<file path="src/rtl/noc_pkg.sv">
// Shared definitions for the 5-port mesh router: port numbering, lock states and
// the flit width.
package noc_pkg;

  localparam int NPORTS = 5;
  localparam int PIDX_W = 3;
  localparam int FLIT_W = 16;

  typedef enum logic [2:0] {
    P_N = 3'd0,
    P_S = 3'd1,
    P_E = 3'd2,
    P_W = 3'd3,
    P_L = 3'd4
  } port_e;

  typedef enum logic {
    LOCK_IDLE = 1'b0,
    LOCK_BUSY = 1'b1
  } lock_e;

endpackage

</file>
<file path="src/rtl/rr_arbiter.sv">
// Combinational round-robin arbiter: grants the first request at or after the
// pointer, wrapping from NPORTS-1 back to 0. Output is one-hot or zero.
module rr_arbiter #(
  parameter int NPORTS = noc_pkg::NPORTS,
  parameter int PIDX_W = noc_pkg::PIDX_W
) (
  input  logic [NPORTS-1:0] i_req,
  input  logic [PIDX_W-1:0] i_ptr,
  output logic [NPORTS-1:0] o_gnt
);

  int   w_idx;
  logic w_found;

  always_comb begin
    o_gnt   = '0;
    w_found = 1'b0;
    w_idx   = 0;
    for (int k = 0; k < NPORTS; k++) begin
      w_idx = (int'(i_ptr) + k) % NPORTS;
      if (!w_found && i_req[w_idx]) begin
        o_gnt[w_idx] = 1'b1;
        w_found      = 1'b1;
      end
    end
  end

endmodule

</file>
<file path="src/rtl/switch_allocator.sv">
// Wormhole switch allocator: per-output packet lock with round-robin arbitration
// between packets, zero-cycle grant/select from registered lock state.
module switch_allocator
  import noc_pkg::lock_e, noc_pkg::LOCK_IDLE, noc_pkg::LOCK_BUSY;
#(
  parameter int NPORTS = noc_pkg::NPORTS,
  parameter int PIDX_W = noc_pkg::PIDX_W
) (
  input  logic                     clk,
  input  logic                     rst,
  input  logic [NPORTS-1:0]        req_i,
  input  logic [NPORTS*PIDX_W-1:0] dest_i,
  input  logic [NPORTS-1:0]        tail_i,
  input  logic [NPORTS-1:0]        out_rdy_i,
  output logic [NPORTS-1:0]        gnt_o,
  output logic [NPORTS-1:0]        out_vld_o,
  output logic [NPORTS*PIDX_W-1:0] sel_o,
  output logic                     err_o
);

  localparam logic [PIDX_W-1:0] NP_L   = PIDX_W'(NPORTS);
  localparam logic [PIDX_W-1:0] LAST_L = PIDX_W'(NPORTS - 1);

  lock_e             r_state    [NPORTS];
  lock_e             w_state_nx [NPORTS];
  logic [PIDX_W-1:0] r_owner    [NPORTS];
  logic [PIDX_W-1:0] w_owner_nx [NPORTS];
  logic [PIDX_W-1:0] r_ptr      [NPORTS];
  logic [PIDX_W-1:0] w_ptr_nx   [NPORTS];
  logic              r_err;

  logic [PIDX_W-1:0] w_dest     [NPORTS];
  logic [NPORTS-1:0] w_legal;
  logic [NPORTS-1:0] w_illegal;
  logic [NPORTS-1:0] w_owns;
  logic [NPORTS-1:0] w_cand     [NPORTS];
  logic [NPORTS-1:0] w_arb_gnt  [NPORTS];
  logic [PIDX_W-1:0] w_win      [NPORTS];
  logic [PIDX_W-1:0] w_sel      [NPORTS];
  logic [NPORTS-1:0] w_gnt;
  logic [NPORTS-1:0] w_out_vld;
  logic [NPORTS-1:0] w_proto_err;

  function automatic logic [PIDX_W-1:0] f_next_ptr(input logic [PIDX_W-1:0] idx);
    return (idx == LAST_L) ? '0 : idx + 1'b1;
  endfunction

  // An input that holds a lock is excluded from new arbitration elsewhere, so a
  // mid-packet destination change can never steal a second output.
  always_comb begin
    w_legal   = '0;
    w_illegal = '0;
    w_owns    = '0;
    for (int i = 0; i < NPORTS; i++) begin
      w_dest[i]    = dest_i[PIDX_W*i +: PIDX_W];
      w_legal[i]   = req_i[i] && (w_dest[i] < NP_L) && (w_dest[i] != PIDX_W'(i));
      w_illegal[i] = req_i[i] && !w_legal[i];
      for (int o = 0; o < NPORTS; o++) begin
        if (r_state[o] == LOCK_BUSY && r_owner[o] == PIDX_W'(i)) w_owns[i] = 1'b1;
      end
    end
    for (int o = 0; o < NPORTS; o++) begin
      w_cand[o] = '0;
      for (int i = 0; i < NPORTS; i++) begin
        w_cand[o][i] = w_legal[i] && (w_dest[i] == PIDX_W'(o)) && !w_owns[i];
      end
    end
  end

  for (genvar g = 0; g < NPORTS; g++) begin : g_arb
    rr_arbiter #(
      .NPORTS (NPORTS),
      .PIDX_W (PIDX_W)
    ) u_arb (
      .i_req (w_cand[g]),
      .i_ptr (r_ptr[g]),
      .o_gnt (w_arb_gnt[g])
    );
  end

  always_comb begin
    w_gnt       = '0;
    w_out_vld   = '0;
    w_proto_err = '0;
    for (int o = 0; o < NPORTS; o++) begin
      w_state_nx[o] = r_state[o];
      w_owner_nx[o] = r_owner[o];
      w_ptr_nx[o]   = r_ptr[o];
      w_sel[o]      = '0;
      w_win[o]      = '0;
      for (int i = 0; i < NPORTS; i++) begin
        if (w_arb_gnt[o][i]) w_win[o] = PIDX_W'(i);
      end
      case (r_state[o])
        LOCK_IDLE: begin
          if (out_rdy_i[o] && (|w_arb_gnt[o])) begin
            w_out_vld[o]    = 1'b1;
            w_sel[o]        = w_win[o];
            w_gnt[w_win[o]] = 1'b1;
            if (tail_i[w_win[o]]) begin
              w_ptr_nx[o] = f_next_ptr(w_win[o]);
            end else begin
              w_state_nx[o] = LOCK_BUSY;
              w_owner_nx[o] = w_win[o];
            end
          end
        end
        LOCK_BUSY: begin
          if (req_i[r_owner[o]]) begin
            if (w_dest[r_owner[o]] != PIDX_W'(o)) begin
              w_proto_err[o] = 1'b1;
            end else if (out_rdy_i[o]) begin
              w_out_vld[o]       = 1'b1;
              w_sel[o]           = r_owner[o];
              w_gnt[r_owner[o]]  = 1'b1;
              if (tail_i[r_owner[o]]) begin
                w_state_nx[o] = LOCK_IDLE;
                w_ptr_nx[o]   = f_next_ptr(r_owner[o]);
              end
            end
          end
        end
        default: w_state_nx[o] = LOCK_IDLE;
      endcase
    end
  end

  always_comb begin
    gnt_o     = rst ? w_gnt : '0;
    out_vld_o = rst ? w_out_vld : '0;
    sel_o     = '0;
    for (int o = 0; o < NPORTS; o++) begin
      sel_o[PIDX_W*o +: PIDX_W] = rst ? w_sel[o] : '0;
    end
  end

  assign err_o = r_err;

  always_ff @(posedge clk) begin
    if (!rst) begin
      for (int o = 0; o < NPORTS; o++) begin
        r_state[o] <= LOCK_IDLE;
        r_owner[o] <= '0;
        r_ptr[o]   <= '0;
      end
      r_err <= 1'b0;
    end else begin
      for (int o = 0; o < NPORTS; o++) begin
        r_state[o] <= w_state_nx[o];
        r_owner[o] <= w_owner_nx[o];
        r_ptr[o]   <= w_ptr_nx[o];
      end
      r_err <= r_err | (|w_illegal) | (|w_proto_err);
    end
  end

endmodule
</file>
<file path="config.mk">
export PLATFORM = sky130hd
export DESIGN_NAME = switch_allocator
export DESIGN_NICKNAME = d
export VERILOG_FILES = /design/src/rtl/noc_pkg.sv /design/src/rtl/rr_arbiter.sv /design/src/rtl/switch_allocator.sv
export SDC_FILE = /design/constraint.sdc
export NUM_CORES = 1
export LEC_CHECK = 0
export BUFFER_PORTS_ARGS = -buffer_cell sky130_fd_sc_hd__buf_2
export CORE_MARGIN = 4
export CORE_UTILIZATION = 49
export DETAILED_ROUTE_END_ITERATION = 12
export PLACE_DENSITY = 0.72
export SLEW_MARGIN = 10
export SYNTH_ARGS = -nofsm -noshare
export SYNTH_HDL_FRONTEND = slang
export SYNTH_HIERARCHICAL = 1
export SYNTH_SLANG_ARGS = --single-unit
</file>
<file path="constraint.sdc">
create_clock -name clk -period 9.5 [get_ports clk]
set_input_delay 2.375 -clock clk [delete_from_list [all_inputs] [get_ports clk]]
set_output_delay 2.375 -clock clk [all_outputs]
set_load 0.01 [all_outputs]
</file>
======== Word-level counts from Yosys, hierarchy flattened ========
Memory sizes are Yosys's and may differ from the RTL's.
Index checks and enable logic that the tools add are counted.
word-level totals
  logic and storage cells ................. 935
  RAM bits ................................ 35
  input port bits ......................... 32
  memories ................................ 3
  output and inout port bits .............. 26
  register bits after elaboration ......... 1
memories
  memory   words  width  rd ports  clocked after memory_dff  write ports  line                    text
  r_owner  5      3      5         0                         5            switch_allocator.sv:26  logic [PIDX_W-1:0] r_owner [NPORTS];
  r_ptr    5      3      5         0                         5            switch_allocator.sv:28  logic [PIDX_W-1:0] r_ptr [NPORTS];
  r_state  5      1      5         0                         5            switch_allocator.sv:24  lock_e r_state [NPORTS];
cells by class
  reductions and logical operators ........ 199
  add/subtract/negate cells ............... 30
  equal/unequal tests ..................... 53
  divide/modulo/power cells ............... 25
  bitwise operators ....................... 55
  magnitude comparators ................... 80
  multiplexer cells ....................... 489
operators by type and width
  operator               number
  $ge 32x1->1 const B    25
  $lt 32x5->1 const B    25
  $mod 32x4->32 const B  20
  $mux 3                 115
  $mux 5                 47
  $mux 1                 222
  $mod 4x4->32 const B   5
  $logic_and 1x1->1      150
  $or 5x5->5             28
  $bmux 1 s3             40
  $demux 1 s3            35
  $eq 3x2->1 const B     20
  $pmux 3 s2             10
  $pmux 5 s2             5
  $bmux 3 s3             5
  $eq 3x3->1 const B     15
  $add 3x2->4 const B    10
  $lt 3x4->1 const B     10
  $reduce_or 5->1        7
  $add 3x1->3 const B    10
  $eq 3x1->1 const B     10
  $ge 3x1->1 const B     10
  $logic_not 1->1        30
  $logic_not 3->1        10
  12 further kinds       67

======== Logic depth before layout (Yosys ltp) ========
Gate-level depths: netlist of run 1.
An unclocked memory read counts as a cell.
  depth after elaboration ................. 57
  depth in mapped cells ................... 32
  mapped depth without buffers ............ 26

======== Hierarchy ========
The synthesis of run 1 kept the hierarchy.
modules (own cells, without submodules)
  module                            sequential area each (um^2)  cells an instance  area an instance (um^2)  times used
  rr_arbiter at g_arb[0].u_arb ...  0.0                          353                2478.6                   4
  switch_allocator                  720.7                        724                5037.3                   1
  rr_arbiter at g_arb[4].u_arb      0.0                          305                2205.9                   1

======== Worst setup path after synthesis of run 1 ========
OpenSTA, ideal clock, no wires.
  path kind ............................... input port to output port
  from .................................... input req_i[2]
  to ...................................... output gnt_o[0]
  data required time ...................... 7.125 ns
  path buffers ............................ 0
  path slack .............................. 0.507 ns
  stages on the path ...................... 18
  arrival ................................. 6.618 ns
  cell sequence ........................... nand3_1 > a221oi_1 > nand2_1 > nor3b_1 > mux4_2 > mux2i_1 > o21ai_2 > a211oi_1 > and2_1 > a32o_1 > a31oi_1 > o211ai_1 > or4_1 > o21ai_2 > nor3_1 > or4_4 > a2111oi_2 > a31oi_1
RTL lines
  what             line                    text
  start, declared  switch_allocator.sv:11  input logic [NPORTS-1:0] req_i,
  end, declared    switch_allocator.sv:15  output logic [NPORTS-1:0] gnt_o,

==> impl_metrics.ini, run 1 <==
[cts]
cts_tree = built
cts-buffers-inserted = 5
postCtsHoldBufs = 0
clock-sinks = 36
cts.root.buffer_cell = clkbuf_16
cts.htree.levels = 2
insertion_delay_ns = 0.30
cts_buffer_depth = 2
clkTransAtPathRegs_ns = 0.06

[power_and_ir_drop]
powerDensity_nw_per_um2 = 307
ir_drop_mv = 0.230
power.static_leakage_uw = 0.00693

[setup_path]
cpLargestDelayFamily = simple AND/OR/NAND/NOR gates
path_cells = buf_2, nor2_1, nand2_1, nor2_1, mux2i_1, mux4_2, or2_2, or4_4, or2_1, o221ai_1, nor2_1, nand3_1, o21ai_0, or4_4, a2111oi_2, a31oi_1, buf_2
critPathRequiredTime_ns = 7.13
worstPathArrival_ns = 6.99
startpoint = dest_i[0]
crit_type = in -> out
r2r_setup_slack_ns = 3.05
r2r-end = r_ptr[0][13]
ff2ff_path_depth = 23
crit_fanout = 9
cp_num_buf_inv = 2
startpoint_type = primary input
crit_path_max_incr_delay_ns = 0.75
r2r-start = r_ptr[0][12]
critical_path.most_common_cell = nor2_1
endpoint_kind = primary output
cp_slowest_cell = nor2_1

[timing]
final.setup.tns_ns = 0
slew_violations = 0
skew_ns = 0.00960
setup_viol = 0
period_share = 0.986
hold_viol_final = 0
finalCriticalPeriod_ns = 9.37
tightest_slew_ns = 1.13
max_freq_ghz = 0.107
holdWs_ns = 0.672
slew_headroom = 0.244
rsz0062_at_grt = no

[synthesis]
yosys_warnings = 6
yosysUniqueCellTypes = 113
synth-xor-area-share = 0.0376
yosys_most_used_dff = dfxtp_1
muxShareOfSynthArea = 0.0720
postSynthCellCount = 2441
synthArstFlopShare = 0
netlist_area_um2 = 17200
seq_area_frac_synth = 0.0420
synth_edf_count = 0
synth-seq-cells = 36
synthSimpleGateAreaFrac = 0.300
postSynthAreaPerCell_um2 = 7.03
synthAdderAreaFrac = 0.130
synth-compound-area-share = 0.330
synth_top_family_by_area = compound AO/OA/AOI/OAI gates

[hold_path]
whs_path_depth = 2
hold_start = r_ptr[0][14]
holdPathEnd = r_ptr[0][14]
hp-class = reg -> reg

[global_route]
antenna_found_initial = 1
grt_pass1_vias = 17800
grt_pass1_wl_um = 90500
grt_max_degree = 51
overflow = 0
track_usage = 0.275

[die]
die_w_um = 195
num_io_pins = 58
start_util = 0.497
die_area_um2 = 38100
fp.coreArea_um2 = 34500
die_h_um = 195
rows = 68

[placed_design]
gp_congestion = 1.06
dp.cells = 2916
hpwl_um = 43200
io_buffers = 57

[flow_run]
maxCapViolCount = 0

[finish]
fin_cells = 2925
fin_nets = 2678
area_growth_pct = 5.15
final_layout_size_suffix_gt1_frac = 0.133
final_util = 0.522

[drt]
viasPerCell = 6.55
ant_nets = 0
wirelength_um = 56000
first_pass_iters = 6
wl_per_cell_um = 19.1
drc = 0
vias = 19200
drtIter0Drc = 1535

[status]
status = completed
## cells by family after synthesis
kind of cell | after synthesis
other cells | 1
compound gates | 767
simple gates | 979
mux | 107
xor+xnor | 65
fa+ha+maj | 178
flops | 36
buf+inv | 308
## final cells by class
type                            count  area, um2
Antenna cell                        1       2.50
Clock buffer                        7        143
Clock inverter                      1       7.51
Fill cell                        3448      16500
Inverter                          162        632
Multi-Input combinational cell   2132      15100
Sequential cell                    36        723
Tap cell                          455        569
Timing Repair Buffer              131        841
## how the worst max path moves through the flow
stage / endpoint / slack [ns] / cells after the start
finish: gnt_o[0] / 0.13 / 17
global route: gnt_o[0] / 0.002 / 18
CTS: gnt_o[0] / 0.16 / 26
detailed placement: gnt_o[0] / 0.22 / 18
global placement: gnt_o[0] / 0.29 / 21
floorplan: gnt_o[0] / 0.51 / 18
## Yosys cell counts (10+ instances only)
cell / instances / area share
clkinv_1: 11 / 0.0024
o21a_1: 11 / 0.0048
o221ai_1: 11 / 0.0056
and2_1: 25 / 0.0091
nor2_1: 196 / 0.043
or2_2: 26 / 0.0095
o22ai_1: 21 / 0.0077
mux2_2: 12 / 0.0079
o32ai_1: 14 / 0.0071
nand3_1: 99 / 0.029
a21oi_4: 10 / 0.0095
buf_2: 15 / 0.0044
and3_1: 27 / 0.0098
o2111ai_1: 10 / 0.0051
inv_1: 146 / 0.032
o211ai_1: 45 / 0.020
o21ai_2: 13 / 0.0066
nor4_1: 27 / 0.0098
a211oi_1: 31 / 0.014
a22oi_1: 32 / 0.014
mux2i_1: 83 / 0.048
a21o_1: 25 / 0.011
clkbuf_8: 25 / 0.020
a21oi_1: 138 / 0.040
nor3_1: 86 / 0.025
clkbuf_1: 84 / 0.018
ha_1: 177 / 0.13
a32o_1: 14 / 0.0082
nand2_1: 230 / 0.050
o21ai_0: 98 / 0.029
o2bb2ai_1: 12 / 0.0061
nand4_1: 43 / 0.016
nor2b_1: 37 / 0.013
a32oi_1: 15 / 0.0077
nand2b_1: 49 / 0.018
or3_1: 11 / 0.0040
o21ai_1: 12 / 0.0035
nand3b_1: 21 / 0.0092
a31oi_1: 64 / 0.023
a22o_1: 14 / 0.0071
o31ai_1: 33 / 0.014
dfxtp_1: 36 / 0.042
mux4_2: 12 / 0.016
xnor2_1: 46 / 0.023
## report_power, final
part | total, uW | leakage [uW] | switching (uW) | internal [uW]
sequential | 300 | 0.000294 | 111 | 190
combinational | 5050 | 0.00656 | 3130 | 1920
clock | 183 | 0.0000701 | 77.9 | 105
total | 5530 | 0.00693 | 3320 | 2220
## registers in the layout (all words and copies together), names as in the netlist
| name | count |
|---|---|
| err_o | 1 |
| r_owner | 15 |
| r_ptr | 15 |
| r_state | 5 |
## tightest hold or removal path, stage by stage (launching register included)
cell	delay, ns
dfxtp_1	0.40
a31oi_1	0.18
nor2_1	0.05
## metrics by stage
stage / instance area, um2 / power [uW] / worst slack, ns
2_1_floorplan: 17300 / 4110 / 0.507
3_3_place_gp: 17800 / 5060 / 0.293
3_5_place_dp: 17800 / 5180 / 0.225
4_1_cts: 18000 / 5380 / 0.156
5_1_grt: 18000 / 6040 / 0.00198
6_report: 18000 / 5530 / 0.130
## per-layer routing
metal / vias up / share of wire / track usage
met5: - / 0.00030 / 0
met2: 754 / 0.47 / 0.467
met3: 135 / 0.059 / 0.0292
met4: 2 / 0.036 / 0.0926
met1: 9077 / 0.43 / 0.364
li1: 9198 / - / -
## what timing repair did
item | CTS | global route
resized for setup | 0 | 22
endpoints found under the setup margin | 0 | 3
buffers inserted | 0 | 0
endpoints found under the hold margin | 0 | 0
## cell usage in the layout (no fill, tap or decap), types with 32 or more instances in the layout
cell and instances:
a21oi_1 138, a22oi_1 32, a31oi_1 64, buf_2 57, buf_4 74, conb_1 36
dfxtp_1 34, ha_1 172, inv_1 144, mux2i_1 83, nand2_1 230, nand2b_1 49
nand3_1 99, nand4_1 43, nor2_1 196, nor2b_1 37, nor3_1 82, o211ai_1 45
o21ai_0 98, o31ai_1 33, xnor2_1 46
(Power assumes the default switching activity.)
==> run 2, diff against run 1 <==
--- a/config.mk
+++ b/config.mk
@@ -5,11 +5,12 @@
 export SDC_FILE = /design/constraint.sdc
 export NUM_CORES = 1
 export LEC_CHECK = 0
+export ABC_AREA = 1
 export BUFFER_PORTS_ARGS = -buffer_cell sky130_fd_sc_hd__buf_2
 export CORE_MARGIN = 4
 export CORE_UTILIZATION = 49
 export DETAILED_ROUTE_END_ITERATION = 12
-export PLACE_DENSITY = 0.72
+export PLACE_DENSITY = 0.73
 export SLEW_MARGIN = 10
 export SYNTH_ARGS = -nofsm -noshare
 export SYNTH_HDL_FRONTEND = slang
==> constraint.sdc (replaced) <==
create_clock -name clk -period 9.5 [get_ports clk]
set_input_delay 1.425 -clock clk [delete_from_list [all_inputs] [get_ports clk]]
set_output_delay 1.425 -clock clk [all_outputs]
set_load 0.01 [all_outputs]
==> run 2 against run 1 <==
Net effect:
- clock-buffer cell count is 1 lower
- critical endpoint unchanged
- sequential cell count stayed put
- register-to-register slack better by 0.12 ns
- largest power group unchanged
- first-iteration DRC count increased by 4.6%
- hold slack got worse by 0.036 ns
- clock skew fell by 0.0037 ns
- maximum frequency rose by 17%
- cell count increased by 7.4%
- largest cell class unchanged
- synthesized cell count increased by 11%
- die area is 12% lower
- utilization up 0.66 points
- wire length down 14%
==> impl_metrics.ini, run 2 <==
[synthesis]
postSynthCellCount = 2702
seq_area_frac_synth = 0.0482
synth_top_cells_by_area = nand2_1 18%, ha_1 15%, nand3_1 9.0%
synth_common_cells = 703 x nand2_1, 354 x inv_1, 302 x nor2_1, 269 x nand3_1, 177 x ha_1
synthArstFlopShare = 0
synth_area_leader_cell = nand2_1
synth_edf_count = 0
yosysMostFrequentCell = nand2_1
synth_top_area_share = 0.177
yosysUniqueCellTypes = 61
netlist_area_um2 = 14900
postSynthAreaPerCell_um2 = 5.53
synth-seq-cells = 36
yosys_most_used_dff = dfxtp_1
yosys_warnings = 6

[die]
num_io_pins = 58
fp.coreArea_um2 = 29900
start_util = 0.500
die_area_um2 = 33400
die_w_um = 183
die_h_um = 183
rows = 63

[drt]
met1_length_um = 21400
drc = 0
vias = 17800
met2_length_um = 21900
first_pass_iters = 6
dr.max_layer_used = met5
wl_met3_um = 3220
wirelength_um = 48000
ant_nets = 0
drtIter0Drc = 1605
viasPerCell = 5.65
wl_per_cell_um = 15.3

[timing]
skew_ns = 0.00595
slew_headroom = 0.330
setup_viol = 0
finalCriticalPeriod_ns = 8.02
holdWs_ns = 0.636
final.setup.tns_ns = 0
rsz0062_at_grt = no
max_freq_ghz = 0.125
period_share = 0.844
hold_viol_final = 0
slew_violations = 0
tightest_slew_ns = 0.996

[finish]
multi_input_comb_area_um2 = 12600
area_growth_pct = 5.70
final_util = 0.529
n_fill_cell = 3136
final_common_cell = nand2_1
final_layout_size_suffix_gt1_frac = 0.120
mostFrequentLayoutCells = 703 x nand2_1, 354 x inv_1, 302 x nor2_1
fin_nets = 2957
register_area_um2 = 721
top_regs = r_owner x15, r_ptr x15, r_state x5
fin_cells = 3140

[power_and_ir_drop]
powerDensity_nw_per_um2 = 298
p_int_uw = 1650
ir_drop_mv = 0.122
power_frac_seq = 0.064
power.static_leakage_uw = 0.00807
p_clk_frac = 0.043
combPwrFrac = 0.893
finalPower_uw = 4710
switching_share = 0.650
power.switching_uw = 3060

[global_route]
overflow = 0
grt_pass1_wl_um = 78300
grt_pass1_vias = 16200
grt_max_degree = 32
antenna_found_initial = 2
track_usage = 0.277

[hold_path]
whs_path_depth = 2
holdPathEnd = r_owner[0][5]
hp-class = reg -> reg
hold_start = r_owner[0][5]

[setup_path]
crit_type = reg -> out
r2r-end = r_owner[0][9]
crit_fanout = 21
critPathRequiredTime_ns = 8.08
crit_path_max_incr_delay_ns = 0.86
worstPathArrival_ns = 6.59
startpoint = r_ptr[0][0]
cp_slowest_cell = dfxtp_1
startpoint_type = flop
r2r_setup_slack_ns = 3.17
endpoint_kind = primary output
ff2ff_path_depth = 31
r2r-start = r_ptr[0][9]
critical_path.most_common_cell = nand2_1

[cts]
cts.root.buffer_cell = clkbuf_16
cts_setup_buffers = 0
clkTransAtPathRegs_ns = 0.07
cts.htree.levels = 2
cts_buffer_depth = 2
insertion_delay_ns = 0.31
cts_resized = 0
clock-sinks = 36
cts-buffers-inserted = 5
cts_tree = built
postCtsHoldBufs = 0

[status]
status = completed

[placed_design]
io_buffers = 57
dp.cells = 3130
hpwl_um = 39000
gp_congestion = 1.01

[flow_run]
maxCapViolCount = 0
-- run 2: changes by cell type after synthesis, moves of 39 or more --
cell / delta
nand2_1: +473
inv_1: +208
nand3_1: +170
nor2_1: +106
mux2i_1: -82
nand2_2: +68
clkbuf_1: -66
a31oi_1: -59
nand2b_1: -49
nand4_1: +48
xnor2_1: -46
a21oi_1: -43
inv_2: +43
o21ai_0: +39
-- run 2: power groups by stage --
stage	combinational [uW]	clock, uW	sequential, uW
3_3_place_gp	4030	0	298
2_1_floorplan	3290	0	236
5_1_grt	4770	210	308
6_report	4210	204	299
4_1_cts	4140	206	296
3_5_place_dp	4120	0	299
-- run 2: how the worst max path moves through the flow --
stage / slack, ns / end
5_1_grt: 0.77 / gnt_o[0]
3_5_place_dp: 1.86 / gnt_o[0]
2_1_floorplan: 3.42 / gnt_o[2]
6_report: 1.48 / gnt_o[0]
3_3_place_gp: 2.08 / gnt_o[0]
4_1_cts: 1.55 / gnt_o[0]
-- run 2: cell families (layout without fill, tap and decap cells) --
kind of cell,after synthesis,in the layout,share of synthesized area
xor gates and xnor gates,18,18,0.0105
AOI/OAI and AO/OA,395,395,0.166
DFF,36,36,0.0482
other,1,15,0.000251
muxes,1,1,0.000670
and+or+nand+nor,1629,1629,0.511
buffers and inverters,444,478,0.115
adders and majority gates,178,178,0.149
-- run 2: worst max-delay path, delay by kind of cell (launching register included) --
| kind | cells | cell delay [ns] |
|---|---|---|
| flops | 1 | 0.86 |
| simple gates | 24 | 2.56 |
| compound gates | 1 | 0.09 |
| fa+ha+maj | 4 | 1.09 |
| buf+inv | 8 | 1.40 |
| xor+xnor | 1 | 0.27 |
-- run 2: area by class of cell --
class	instances	area share
clock buffers	6	0.00816
well taps	390	0.0309
inverters	407	0.0967
clock inverters	2	0.00222
flip-flops and latches	36	0.0456
repair buffers	63	0.0209
diodes	2	0.000317
multi-input cells	2234	0.795
-- run 2: routing by layer --
layer / up-vias / track usage
met4: 2 / 0.0976
met1: 8009 / 0.364
met5: - / 0
li1: 8950 / -
met3: 124 / 0.0373
met2: 667 / 0.465
-- run 2: through the flow --
step / setup WS (ns) / instance area (um2)
floorplan: 3.42 / 15000
global placement: 2.08 / 15600
detailed placement: 1.86 / 15600
CTS: 1.55 / 15800
global route: 0.775 / 15800
finish: 1.48 / 15800
